===== config.mk =====
export PLATFORM = sky130hd
export DESIGN_NAME = serial_frame_tx
export DESIGN_NICKNAME = d
export VERILOG_FILES = /design/src/rtl/serial_frame_tx.sv
export SDC_FILE = /design/constraint.sdc
export NUM_CORES = 1
export LEC_CHECK = 0
export CORE_MARGIN = 2
export CORE_UTILIZATION = 53
export CTS_CLUSTER_SIZE = 16
export DETAILED_ROUTE_END_ITERATION = 16
export HOLD_SLACK_MARGIN = 0.02
export PLACE_DENSITY = 0.92
export SLEW_MARGIN = 20
export SYNTH_ARGS = -nofsm -noshare
export SYNTH_HDL_FRONTEND = slang
export SYNTH_SLANG_ARGS = --single-unit

===== constraint.sdc =====
create_clock -name CLK -period 4.3 [get_ports CLK]
set_input_delay 0.86 -clock CLK [delete_from_list [all_inputs] [get_ports CLK]]
set_output_delay 0.86 -clock CLK [all_outputs]
set_load 0.005 [all_outputs]

===== src/rtl/serial_frame_tx.sv =====
// ---------------------------------------------------------------------------
// serial_frame_tx
//   Serial frame transmitter for the single-wire link. Accepts one parallel
//   request (address, length, payload) while idle and shifts it out on one
//   line. Every line change is launched on the rising edge of CLK, so the
//   line is stable at the falling edge, where the receiver samples it.
//
//   Frame on the line: start bit (0), addr LSB first, len LSB first,
//   len payload bits (data[0] first), optional even-parity bit, stop bit (1).
//
//   Optional feature macro: SERIAL_TX_PARITY_EN
//     defined   -> one even-parity bit (over addr, len and the sent payload
//                  bits) is inserted before the stop bit.
//     undefined -> no parity bit. The paired receiver must match.
//
// Ports
//   CLK     in   1       clock, all state updates on posedge
//   RST     in   1       asynchronous, active-high reset
//   start   in   1       frame request, sampled only while ready=1
//   addr    in   ADDR_W  address field, captured on accepted start
//   len     in   LEN_W   payload bit count, captured on accepted start
//   data    in   DATA_W  payload, data[0] sent first, bits >= len ignored
//   serOut  out  1       serial line, idles high (registered)
//   ready   out  1       high only while idle (registered)
//   busy    out  1       high from the start bit through the stop bit
//   done    out  1       one-cycle pulse during the stop bit
// ---------------------------------------------------------------------------
module serial_frame_tx #(
  parameter int ADDR_W = 6,
  parameter int LEN_W  = 6,
  parameter int DATA_W = 63   // must equal 2**LEN_W - 1
) (
  input  logic              CLK,
  input  logic              RST,
  input  logic              start,
  input  logic [ADDR_W-1:0] addr,
  input  logic [LEN_W-1:0]  len,
  input  logic [DATA_W-1:0] data,
  output logic              serOut,
  output logic              ready,
  output logic              busy,
  output logic              done
);

  typedef enum logic [2:0] {
    ST_IDLE  = 3'd0,
    ST_START = 3'd1,
    ST_ADDR  = 3'd2,
    ST_LEN   = 3'd3,
    ST_DATA  = 3'd4,
    ST_PAR   = 3'd5,
    ST_STOP  = 3'd6
  } state_e;

  // State entered after the last payload bit (or after LEN when len=0).
`ifdef SERIAL_TX_PARITY_EN
  localparam state_e ST_TAIL = ST_PAR;
`else
  localparam state_e ST_TAIL = ST_STOP;
`endif

  localparam logic [LEN_W-1:0] ADDR_LAST = LEN_W'(ADDR_W - 1);
  localparam logic [LEN_W-1:0] LEN_LAST  = LEN_W'(LEN_W - 1);
  localparam logic [LEN_W-1:0] CNT_ZERO  = {LEN_W{1'b0}};
  localparam logic [LEN_W-1:0] CNT_ONE   = LEN_W'(1);

`ifdef SERIAL_TX_PARITY_EN
  // Even parity over the address, the length and only the payload bits that
  // are actually transmitted (index below l).
  function automatic logic frame_parity(
    input logic [ADDR_W-1:0] a,
    input logic [LEN_W-1:0]  l,
    input logic [DATA_W-1:0] d
  );
    logic p;
    p = (^a) ^ (^l);
    for (int i = 0; i < DATA_W; i++) begin
      p = p ^ ((LEN_W'(i) < l) ? d[i] : 1'b0);
    end
    return p;
  endfunction
`endif

  state_e              state_q, state_d;
  logic [LEN_W-1:0]    cnt_q,   cnt_d;
  logic [ADDR_W-1:0]   addr_q,  addr_d;
  logic [LEN_W-1:0]    len_q,   len_d;
  logic [DATA_W-1:0]   data_q,  data_d;
  logic                ser_q,   ser_d;
  logic                ready_q, ready_d;
  logic                busy_q,  busy_d;
  logic                done_q,  done_d;

  // State, counter, shadow and output registers with asynchronous reset.
  always_ff @(posedge CLK or posedge RST) begin
    if (RST) begin
      state_q <= ST_IDLE;
      cnt_q   <= CNT_ZERO;
      addr_q  <= {ADDR_W{1'b0}};
      len_q   <= {LEN_W{1'b0}};
      data_q  <= {DATA_W{1'b0}};
      ser_q   <= 1'b1;
      ready_q <= 1'b1;
      busy_q  <= 1'b0;
      done_q  <= 1'b0;
    end else begin
      state_q <= state_d;
      cnt_q   <= cnt_d;
      addr_q  <= addr_d;
      len_q   <= len_d;
      data_q  <= data_d;
      ser_q   <= ser_d;
      ready_q <= ready_d;
      busy_q  <= busy_d;
      done_q  <= done_d;
    end
  end

  // Next-state, bit counter and request capture.
  always_comb begin
    state_d = state_q;
    cnt_d   = cnt_q;
    addr_d  = addr_q;
    len_d   = len_q;
    data_d  = data_q;
    case (state_q)
      ST_IDLE: begin
        if (start) begin
          addr_d  = addr;
          len_d   = len;
          data_d  = data;
          cnt_d   = CNT_ZERO;
          state_d = ST_START;
        end else begin
          state_d = ST_IDLE;
        end
      end
      ST_START: begin
        cnt_d   = CNT_ZERO;
        state_d = ST_ADDR;
      end
      ST_ADDR: begin
        if (cnt_q == ADDR_LAST) begin
          cnt_d   = CNT_ZERO;
          state_d = ST_LEN;
        end else begin
          cnt_d   = cnt_q + CNT_ONE;
          state_d = ST_ADDR;
        end
      end
      ST_LEN: begin
        if (cnt_q == LEN_LAST) begin
          cnt_d = CNT_ZERO;
          // A zero-length frame skips the payload entirely.
          if (len_q == CNT_ZERO) begin
            state_d = ST_TAIL;
          end else begin
            state_d = ST_DATA;
          end
        end else begin
          cnt_d   = cnt_q + CNT_ONE;
          state_d = ST_LEN;
        end
      end
      ST_DATA: begin
        // len_q >= 1 here, so len_q-1 never underflows and cnt stays <= 62.
        if (cnt_q == (len_q - CNT_ONE)) begin
          cnt_d   = CNT_ZERO;
          state_d = ST_TAIL;
        end else begin
          cnt_d   = cnt_q + CNT_ONE;
          state_d = ST_DATA;
        end
      end
`ifdef SERIAL_TX_PARITY_EN
      ST_PAR: begin
        state_d = ST_STOP;
      end
`endif
      ST_STOP: begin
        state_d = ST_IDLE;
      end
      default: begin
        cnt_d   = CNT_ZERO;
        state_d = ST_IDLE;
      end
    endcase
  end

  // Output decode from the next state so the outputs come straight out of
  // flops and line up with the state they describe.
  always_comb begin
    ser_d   = 1'b1;
    ready_d = 1'b0;
    busy_d  = 1'b0;
    done_d  = 1'b0;
    case (state_d)
      ST_IDLE: begin
        ser_d   = 1'b1;
        ready_d = 1'b1;
      end
      ST_START: begin
        ser_d  = 1'b0;
        busy_d = 1'b1;
      end
      ST_ADDR: begin
        ser_d  = |(addr_d & (ADDR_W'(1) << cnt_d));
        busy_d = 1'b1;
      end
      ST_LEN: begin
        ser_d  = |(len_d & (LEN_W'(1) << cnt_d));
        busy_d = 1'b1;
      end
      ST_DATA: begin
        ser_d  = |(data_d & (DATA_W'(1) << cnt_d));
        busy_d = 1'b1;
      end
`ifdef SERIAL_TX_PARITY_EN
      ST_PAR: begin
        ser_d  = frame_parity(addr_d, len_d, data_d);
        busy_d = 1'b1;
      end
`endif
      ST_STOP: begin
        ser_d  = 1'b1;
        busy_d = 1'b1;
        done_d = 1'b1;
      end
      default: begin
        ser_d   = 1'b1;
        ready_d = 1'b1;
      end
    endcase
  end

  assign serOut = ser_q;
  assign ready  = ready_q;
  assign busy   = busy_q;
  assign done   = done_q;

endmodule


## Word-level counts from Yosys, hierarchy flattened

Cells that the tools add are included.

| operators by class | value |
|---|---|
| $add $sub $neg | 2 |
| eq/ne operators | 12 |
| shift-type cells | 2 |
| mux-type cells | 20 |
| bitwise gates (word level) | 3 |
| reduce and logical (&&, ||, !) cells | 7 |

Operators by type and width:

| operator | count |
|---|---|
| $mux 63 | 2 |
| $and 63x63->63 | 1 |
| $reduce_or 63->1 | 1 |
| $shl 1x6->63 const A | 1 |
| $mux 6 | 7 |
| $pmux 6 s4 | 1 |
| $pmux 3 s5 | 1 |
| $and 6x6->6 | 2 |
| $eq 3x2->1 const B | 4 |
| $eq 3x3->1 const B | 4 |
| $reduce_or 6->1 | 2 |
| $add 6x1->6 const B | 1 |
| $eq 3x1->1 const B | 2 |
| $eq 6x3->1 const B | 1 |
| $eq 6x6->1 | 1 |
| $logic_not 6->1 | 1 |
| $shl 1x6->6 const A | 1 |
| $sub 6x1->6 const B | 1 |
| $mux 1 | 5 |
| $reduce_or 5->1 | 1 |
| $mux 2 | 2 |
| $pmux 1 s4 | 1 |
| $logic_not 3->1 | 1 |
| $mux 3 | 1 |
| $reduce_or 2->1 | 1 |

| word-level totals | value |
|---|---|
| flip-flop bits (word level) | 88 |

## Depth between registers and ports, before layout

Gate-level depths: netlist of run 1.

| logic depth | value |
|---|---|
| depth in word-level cells | 8 |
| gate-level depth with buffers | 15 |
| mapped depth without buffers | 14 |

## Worst setup path after synthesis of run 1

No wires, ideal clock.

| timing | value |
|---|---|
| kind | in2reg |
| start point | input start |
| end point | register ser_q (netlist: serOut) |
| arrival time | 3.442 ns |
| data required time | 4.205 ns |
| setup slack | 0.763 ns |
| cell stages on the path | 9 |
| cell sequence | nor4b_1 -> clkbuf_1 -> buf_1 -> buf_2 -> mux2_2 -> a221oi_1 -> nand4_1 -> o32ai_1 -> a41oi_2 |

| between the ends | value |
|---|---|
| elaborated cells between the ends (all ways) | 23 |
| classes of those cells | 4 x eq/ne; 2 x shift; 11 x mux; 3 x bitwise; 3 x reduce/logical |

RTL lines:

| what | RTL line | source |
|---|---|---|
| from (decl) | 35 | `input logic start,` |
| $mux 63 | 128 | `if (start) begin` |
| $mux 63 | 126 | `case (state_q)` |
| via data_d[49] | 88 | `logic [DATA_W-1:0] data_q, data_d;` |
| $and 63x63->63 | 215 | `ser_d = \|(data_d & (DATA_W'(1) << cnt_d));` |
| $reduce_or 63->1 | 215 |  |
| $pmux 1 s4 | 197 | `case (state_d)` |
| via ser_d | 89 | `logic ser_q, ser_d;` |
| to (signal assigned) | 112 | `ser_q <= ser_d;` |
| to (decl) | 89 |  |

The timed path passes the listed nets, and every way through them passes these cells.

## Final worst setup path of run 1

| timing | value |
|---|---|
| start point | register len_q[2] |
| end point | register ser_q (netlist: serOut) |

| between the ends | value |
|---|---|
| word-level cells in the longest chain between the ends | 8 |
| elaborated cells between the ends (all ways) | 24 |
| classes of those cells | 1 x add/sub; 5 x eq/ne; 2 x shift; 9 x mux; 3 x bitwise; 4 x reduce/logical |

Ends and longest elaborated chain:

| what | RTL line | source |
|---|---|---|
| from (decl) | 87 | `logic [LEN_W-1:0] len_q, len_d;` |
| from (signal assigned) | 100 | `len_q <= {LEN_W{1'b0}};` |
| from (signal assigned) | 110 | `len_q <= len_d;` |
| $sub 6x1->6 | 167 | `if (cnt_q == (len_q - CNT_ONE)) begin` |
| $eq 6x6->1 | 167 |  |
| $mux 6 | 167 |  |
| $pmux 6 s4 | 126 |  |
| $shl 1x6->63 / $shl 1x6->6 (equally long branches) | 215, 207, 211 |  |
| $and 63x63->63, or another cell as far along | 215 |  |
| $reduce_or 63->1, or another cell as far along | 215 |  |
| $pmux 1 s4 (*) | 197 |  |
| via ser_d | 89 |  |

Mark *: on every way through the listed nets, which the timed path passes. The rest lies on a longest branch.

==> flow_summary_export.csv, run 1 <==
group,metric,value,unit
outcome,outcome,"finished, final reports clean",
floorplan,io_pins,82,
routing,wl,12.29,mm
global_route,antenna_found_initial,0,
synth,ys_async_sr_fraction,100.0,%
clock_network,cts_made_buffers,9,
routing,vias,3730,
pwr,power_density,746.6,nW/um^2
synth,synth_warnings,0,
clock_network,cts_tree,"built",
timing,slew_headroom,35.88,%
routing,vias_per_cell,6.125,
routing,drt_pre_antenna_iters,5,
routing,wl_met1,5.079,mm
place,dp_cells,595,
pwr,leakagePower,2.390,nW
floorplan,core-area,8763,sq um
place,dp_hpwl,9.280,mm
layout,drive_gt1_share,23.15,%
floorplan,die_h,99.11,um
floorplan,std_cell_rows,34,
layout,final_common_cell,"dfrtp_1",
synth,synth_edf_count,0,
synth,syn_avg_cell_area,11.36,sq um
critical_path,crit_path_max_incr_delay,0.61,ns
critical_path,path_max_fanout,14,
routing,drt-initial-drc-count,344,
flow_run,cap_violations,0,
global_route,grt_pass1_vias,3806,
global_route,track_usage,26.19,%
timing,rsz0062_at_grt,"no",
routing,drc,0,
place,numPortBuffers,81,
synth,synth_cell_types,83,
critical_path,crit_type,"reg -> reg",
layout,fin_cells,609,
timing,fin_tns_setup,0,ns
layout,utilization,67.32,%
timing,period_minus_slack,3.992,ns
synth,netlist_area,4795,sq um
synth,syn_nets,504,
layout,antenna_cells,0,
global_route,gr-total-overflow,0,
synth,netlist_instances,422,
timing,skew,0.008605,ns
clock_network,cts_max_path_buffers,2,
critical_path,critPathTopFamily,"compound AO/OA/AOI/OAI gates",
layout,areaGrowthSynthToFinish,23.04,%
layout,layout_common_cells,"86 x dfrtp_1, 81 x clkdlybuf4s50_1, 64 x mux2_2",
synth,ys_seq_area_share,45.98,%
routing,antenna_left,0,
routing,avgRoutedWirePerCell,20.18,um
synth,yosys_register_bits,88,
critical_path,worstPathRequired,4.56,ns
layout,nets,580,
clock_network,htreeDepth,3,
pwr,p_total,4.405,mW
timing,setup-violations-final,0,
min_path,hold_path.class,"reg -> reg",
synth,synthFlopType,"dfrtp_1",
critical_path,cp_cell_sequence,"or3_4 > or4_4 > a2111oi_4 > a21oi_4 > o22ai_2 > and2_1 > inv_2 > a211o_1 > a211oi_1 > nand4_1 > o32ai_1 > a41oi_2",
critical_path,end_kind,"register",
pwr,ir_drop,349.2,uV
critical_path,critical_path.slowest_cell,"a2111oi_4",
timing,slew_viol_final,0,
critical_path,startpoint_type,"register",
clock_network,cts_root_buf,"clkbuf_8",
clock_network,cts.clk_slew.worst_paths,0.08,ns
critical_path,crit_buf_inv,1,
floorplan,floorplan.initialDensity,54.71,%
global_route,grt_max_degree,61,
clock_network,hold_buffers,0,
timing,fin_crit_sh,92.83,%
routing,dr_wl_met2,6.004,mm
floorplan,die_w,99.11,um
routing,dr_wl_met3,823,um
place,place_congestion,0.8872,
timing,worst_pin_slew,0.9518,ns
floorplan,die_area,9823,sq um
clock_network,numClockSinks,88,
timing,hold_viol,0,
critical_path,arrival,4.26,ns
global_route,grt_pass1_wl,19.89,mm
timing,fmax,0.2505,GHz
clock_network,worstSkewPairLatency,0.35,ns
routing,top_layer_used,"met4",
## repair_timing
action	in CTS	in global routing
endpoints found under the setup margin	0	1
resized for setup	0	1
buffers inserted	0	0
## kinds of logic (layout without fill, tap and decap cells)
| family | after synthesis | in the layout | synth area share, % |
|---|---|---|---|
| compound gates | 90 | 90 | 15.89 |
| xor+xnor | 10 | 10 | 1.827 |
| fa+ha+maj | 4 | 4 | 1.044 |
| buf+inv | 46 | 125 | 4.306 |
| flops | 88 | 88 | 45.98 |
| mux | 85 | 85 | 19.42 |
| simple gates | 99 | 99 | 11.53 |
## stage by stage
stage               setup WS (ns)  instance area (sq um)  hold slack [ns]
finish                     0.3081                   5899           0.5000
global route               0.1603                   5899           0.5155
CTS                        0.3111                   5893           0.5029
detailed placement         0.3665                   5708           0.4846
global placement           0.3791                   5708           0.4785
floorplan                  0.7632                   4795           0.4417
## power by group
group          internal (mW)  total [mW]  switching [mW]
combinational           1.03        2.41            1.38
clock                  0.278       0.553           0.275
sequential              1.23        1.44           0.217
total                   2.53        4.40            1.87
## worst reg2reg max path, cell delays in order (launching register included)
cell and delay (ns):
dfrtp_1 0.44, or3_4 0.42, or4_4 0.44, a2111oi_4 0.61, a21oi_4 0.16, o22ai_2 0.21, and2_1 0.44, inv_2 0.24
a211o_1 0.27, a211oi_1 0.23, nand4_1 0.15, o32ai_1 0.23, a41oi_2 0.06
## final timing paths
path / from / to / slack [ns] / cells past startpoint
min in group asynchronous: RST / addr_q[3] / 0.98 / 2
worst min register to register: data_q[7] / data_q[7] / 0.50 / 1
worst max-delay path: len_q[2] / serOut / 0.31 / 12
max in group asynchronous: RST / data_q[4] / 2.56 / 3
worst max register to register: len_q[2] / serOut / 0.31 / 12
worst min-delay path: data_q[7] / data_q[7] / 0.50 / 1
## area by class of cell
cell class / instances / area (sq um)
Sequential cell: 88 / 2205
Fill cell: 692 / 2864
Inverter: 23 / 91.34
Multi-Input combinational cell: 288 / 2395
Timing Repair Buffer: 88 / 888.4
Tap cell: 108 / 135.1
Clock buffer: 11 / 141.4
Clock inverter: 3 / 43.79
## flip-flops by register name, indices dropped and copies added, names as in the netlist, 3 cells and up
name     flops
len_q        6
addr_q       6
cnt_q        6
data_q      63
state_q      3
## layer usage
layer | track usage, % | vias up
li1 | - | 1690
met1 | 34.98 | 1835
met4 | 10.85 | 0
met2 | 42.46 | 170
met5 | 0 | -
met3 | 4.638 | 35
## cell usage after synthesis, types with 5 or more instances
cell / n / area, sq um
a31oi_1: 5 / 31.28
o21ai_0: 13 / 65.06
xnor2_1: 8 / 70.07
mux2_2: 64 / 720.7
clkbuf_1: 13 / 48.80
nor2_1: 21 / 78.83
a21oi_1: 7 / 35.03
and2_1: 6 / 37.54
nor2b_1: 7 / 43.79
mux2i_1: 21 / 210.2
nand2_1: 18 / 67.56
a32o_1: 5 / 50.05
inv_1: 20 / 75.07
nand3_1: 13 / 65.06
dfrtp_1: 86 / 2152
Note: power is estimated with default switching activity, not from simulation.
==> run 2, diff against run 1 <==
CELL_PAD_IN_SITES_DETAIL_PLACEMENT = 1   (was default)
CELL_PAD_IN_SITES_GLOBAL_PLACEMENT = 1   (was default)
CORE_UTILIZATION = 42   (was 53)
==> flow_summary_export.csv, run 2 (synthesized netlist as in run 1, its figures left out) <==
group,metric,value,unit
outcome,outcome,"finished, final reports clean",
clock_network,cts_made_buffers,9,
critical_path,worstPathRequired,4.56,ns
clock_network,htreeDepth,3,
place,numPortBuffers,81,
pwr,p_int,2.660,mW
pwr,pwr-share-clk,15.4,%
floorplan,die_w,110.8,um
global_route,antenna_found_initial,0,
pwr,ir_drop,305.2,uV
pwr,leakagePower,2.417,nW
clock_network,cts_max_path_buffers,2,
floorplan,floorplan.initialDensity,42.54,%
timing,worst_pin_slew,1.051,ns
layout,largest_register_ff_count,63,
pwr,p_total,4.713,mW
global_route,grt_max_degree,56,
critical_path,crit_type,"reg -> reg",
critical_path,end_kind,"register",
layout,top_register,"data_q",
timing,hold_viol,0,
timing,period_minus_slack,4.005,ns
layout,areaGrowthSynthToFinish,25.42,%
routing,avgRoutedWirePerCell,22.19,um
timing,whs,0.4970,ns
routing,drt-initial-drc-count,309,
place,place_ws,0.3435,ns
floorplan,io_pins,82,
timing,worst_slack,0.2946,ns
critical_path,arrival,4.26,ns
timing,rsz0062_at_grt,"no",
pwr,switching_share,43.56,%
layout,antenna_cells,0,
global_route,grt_pass1_vias,4222,
place,dp_cells,630,
clock_network,worstSkewPairLatency,0.35,ns
routing,drc,0,
floorplan,die_area,12290,sq um
clock_network,cts.clk_slew.worst_paths,0.07,ns
timing,slew_headroom,29.21,%
routing,vias,3840,
place,dp_hpwl,10.91,mm
timing,slew_viol_final,0,
timing,skew,0.007663,ns
critical_path,startpoint_type,"register",
pwr,p_sw,2.053,mW
flow_run,cap_violations,0,
layout,drive_gt1_share,23.06,%
clock_network,cts_setup_buffers,0,
pwr,comb_power_share,53.7,%
global_route,gr-total-overflow,0,
floorplan,std_cell_rows,39,
floorplan,die_h,110.8,um
routing,antenna_left,0,
routing,vias_per_cell,5.944,
layout,postLayoutCellArea,6013,sq um
pwr,power_density,783.8,nW/um^2
global_route,track_usage,24.30,%
clock_network,hold_buffers,0,
floorplan,core-area,11270,sq um
timing,setup-violations-final,0,
timing,fin_tns_setup,0,ns
critical_path,rrSetupSlack,0.29,ns
layout,nets,580,
clock_network,numClockSinks,88,
clock_network,cts_tree,"built",
place,place_congestion,1.018,
routing,wl,14.34,mm
place,place_area,5739,sq um
layout,utilization,53.35,%
pwr,seq_power_share,30.9,%
routing,drt_pre_antenna_iters,5,
critical_path,path_max_fanout,13,
layout,fin_cells,646,
timing,fmax,0.2497,GHz
layout,final_common_cell,"dfrtp_1",
clock_network,cts_resized,0,
layout,layout_common_cells,"86 x dfrtp_1, 81 x clkdlybuf4s50_1, 64 x mux2_2",
global_route,grt_pass1_wl,23.20,mm
clock_network,cts_root_buf,"clkbuf_16",
min_path,hold_path.class,"reg -> reg",
timing,fin_crit_sh,93.15,%
-- run 2: critical path, stage by stage, from the launching register on --
cell and delay, ns:
dfrtp_1 0.55, or3b_2 0.51, o21a_1 0.28, o31ai_1 0.52, a21oi_1 0.09, a22oi_1 0.81
nor2b_1 0.13, a211o_1 0.32, a211oi_1 0.33, nand4_1 0.15, o32ai_1 0.17, a41oi_2 0.06
-- run 2: layout make-up --
| cell class | instances | area, sq um |
|---|---|---|
| Timing Repair Buffer | 88 | 875.8 |
| Multi-Input combinational cell | 288 | 2390 |
| Clock inverter | 5 | 41.29 |
| Fill cell | 1189 | 5259 |
| Tap cell | 143 | 178.9 |
| Inverter | 23 | 90.09 |
| Sequential cell | 88 | 2205 |
| Clock buffer | 11 | 232.7 |
-- run 2: routing by layer --
metal	wire length, um	GRT usage (%)	vias to the layer above	part of all wire (%)
met2	7371	42.74	186	51
met5	0	0	-	0
met4	587	11.08	0	4.1
li1	-	-	1684	-
met1	5575	29.04	1920	39
met3	801	4.210	50	5.6
-- run 2: path summary, 6_finish.rpt --
path,start,endpoint,cells past startpoint
worst min register to register,data_q[30],data_q[30],1
worst max register to register,cnt_q[2],serOut,11
max in group asynchronous,RST,ready,3
worst min-delay path,data_q[30],data_q[30],1
min in group asynchronous,RST,data_q[3],2
worst max-delay path,cnt_q[2],serOut,11
-- run 2: power groups by stage --
| stage | clock network [mW] | registers (mW) | logic (mW) |
|---|---|---|---|
| 2_1_floorplan | 0 | 1.35 | 1.83 |
| 3_3_place_gp | 0 | 1.43 | 2.32 |
| 3_5_place_dp | 0 | 1.47 | 2.45 |
| 4_1_cts | 0.739 | 1.46 | 2.49 |
| 5_1_grt | 0.774 | 1.50 | 2.68 |
| 6_report | 0.725 | 1.46 | 2.53 |
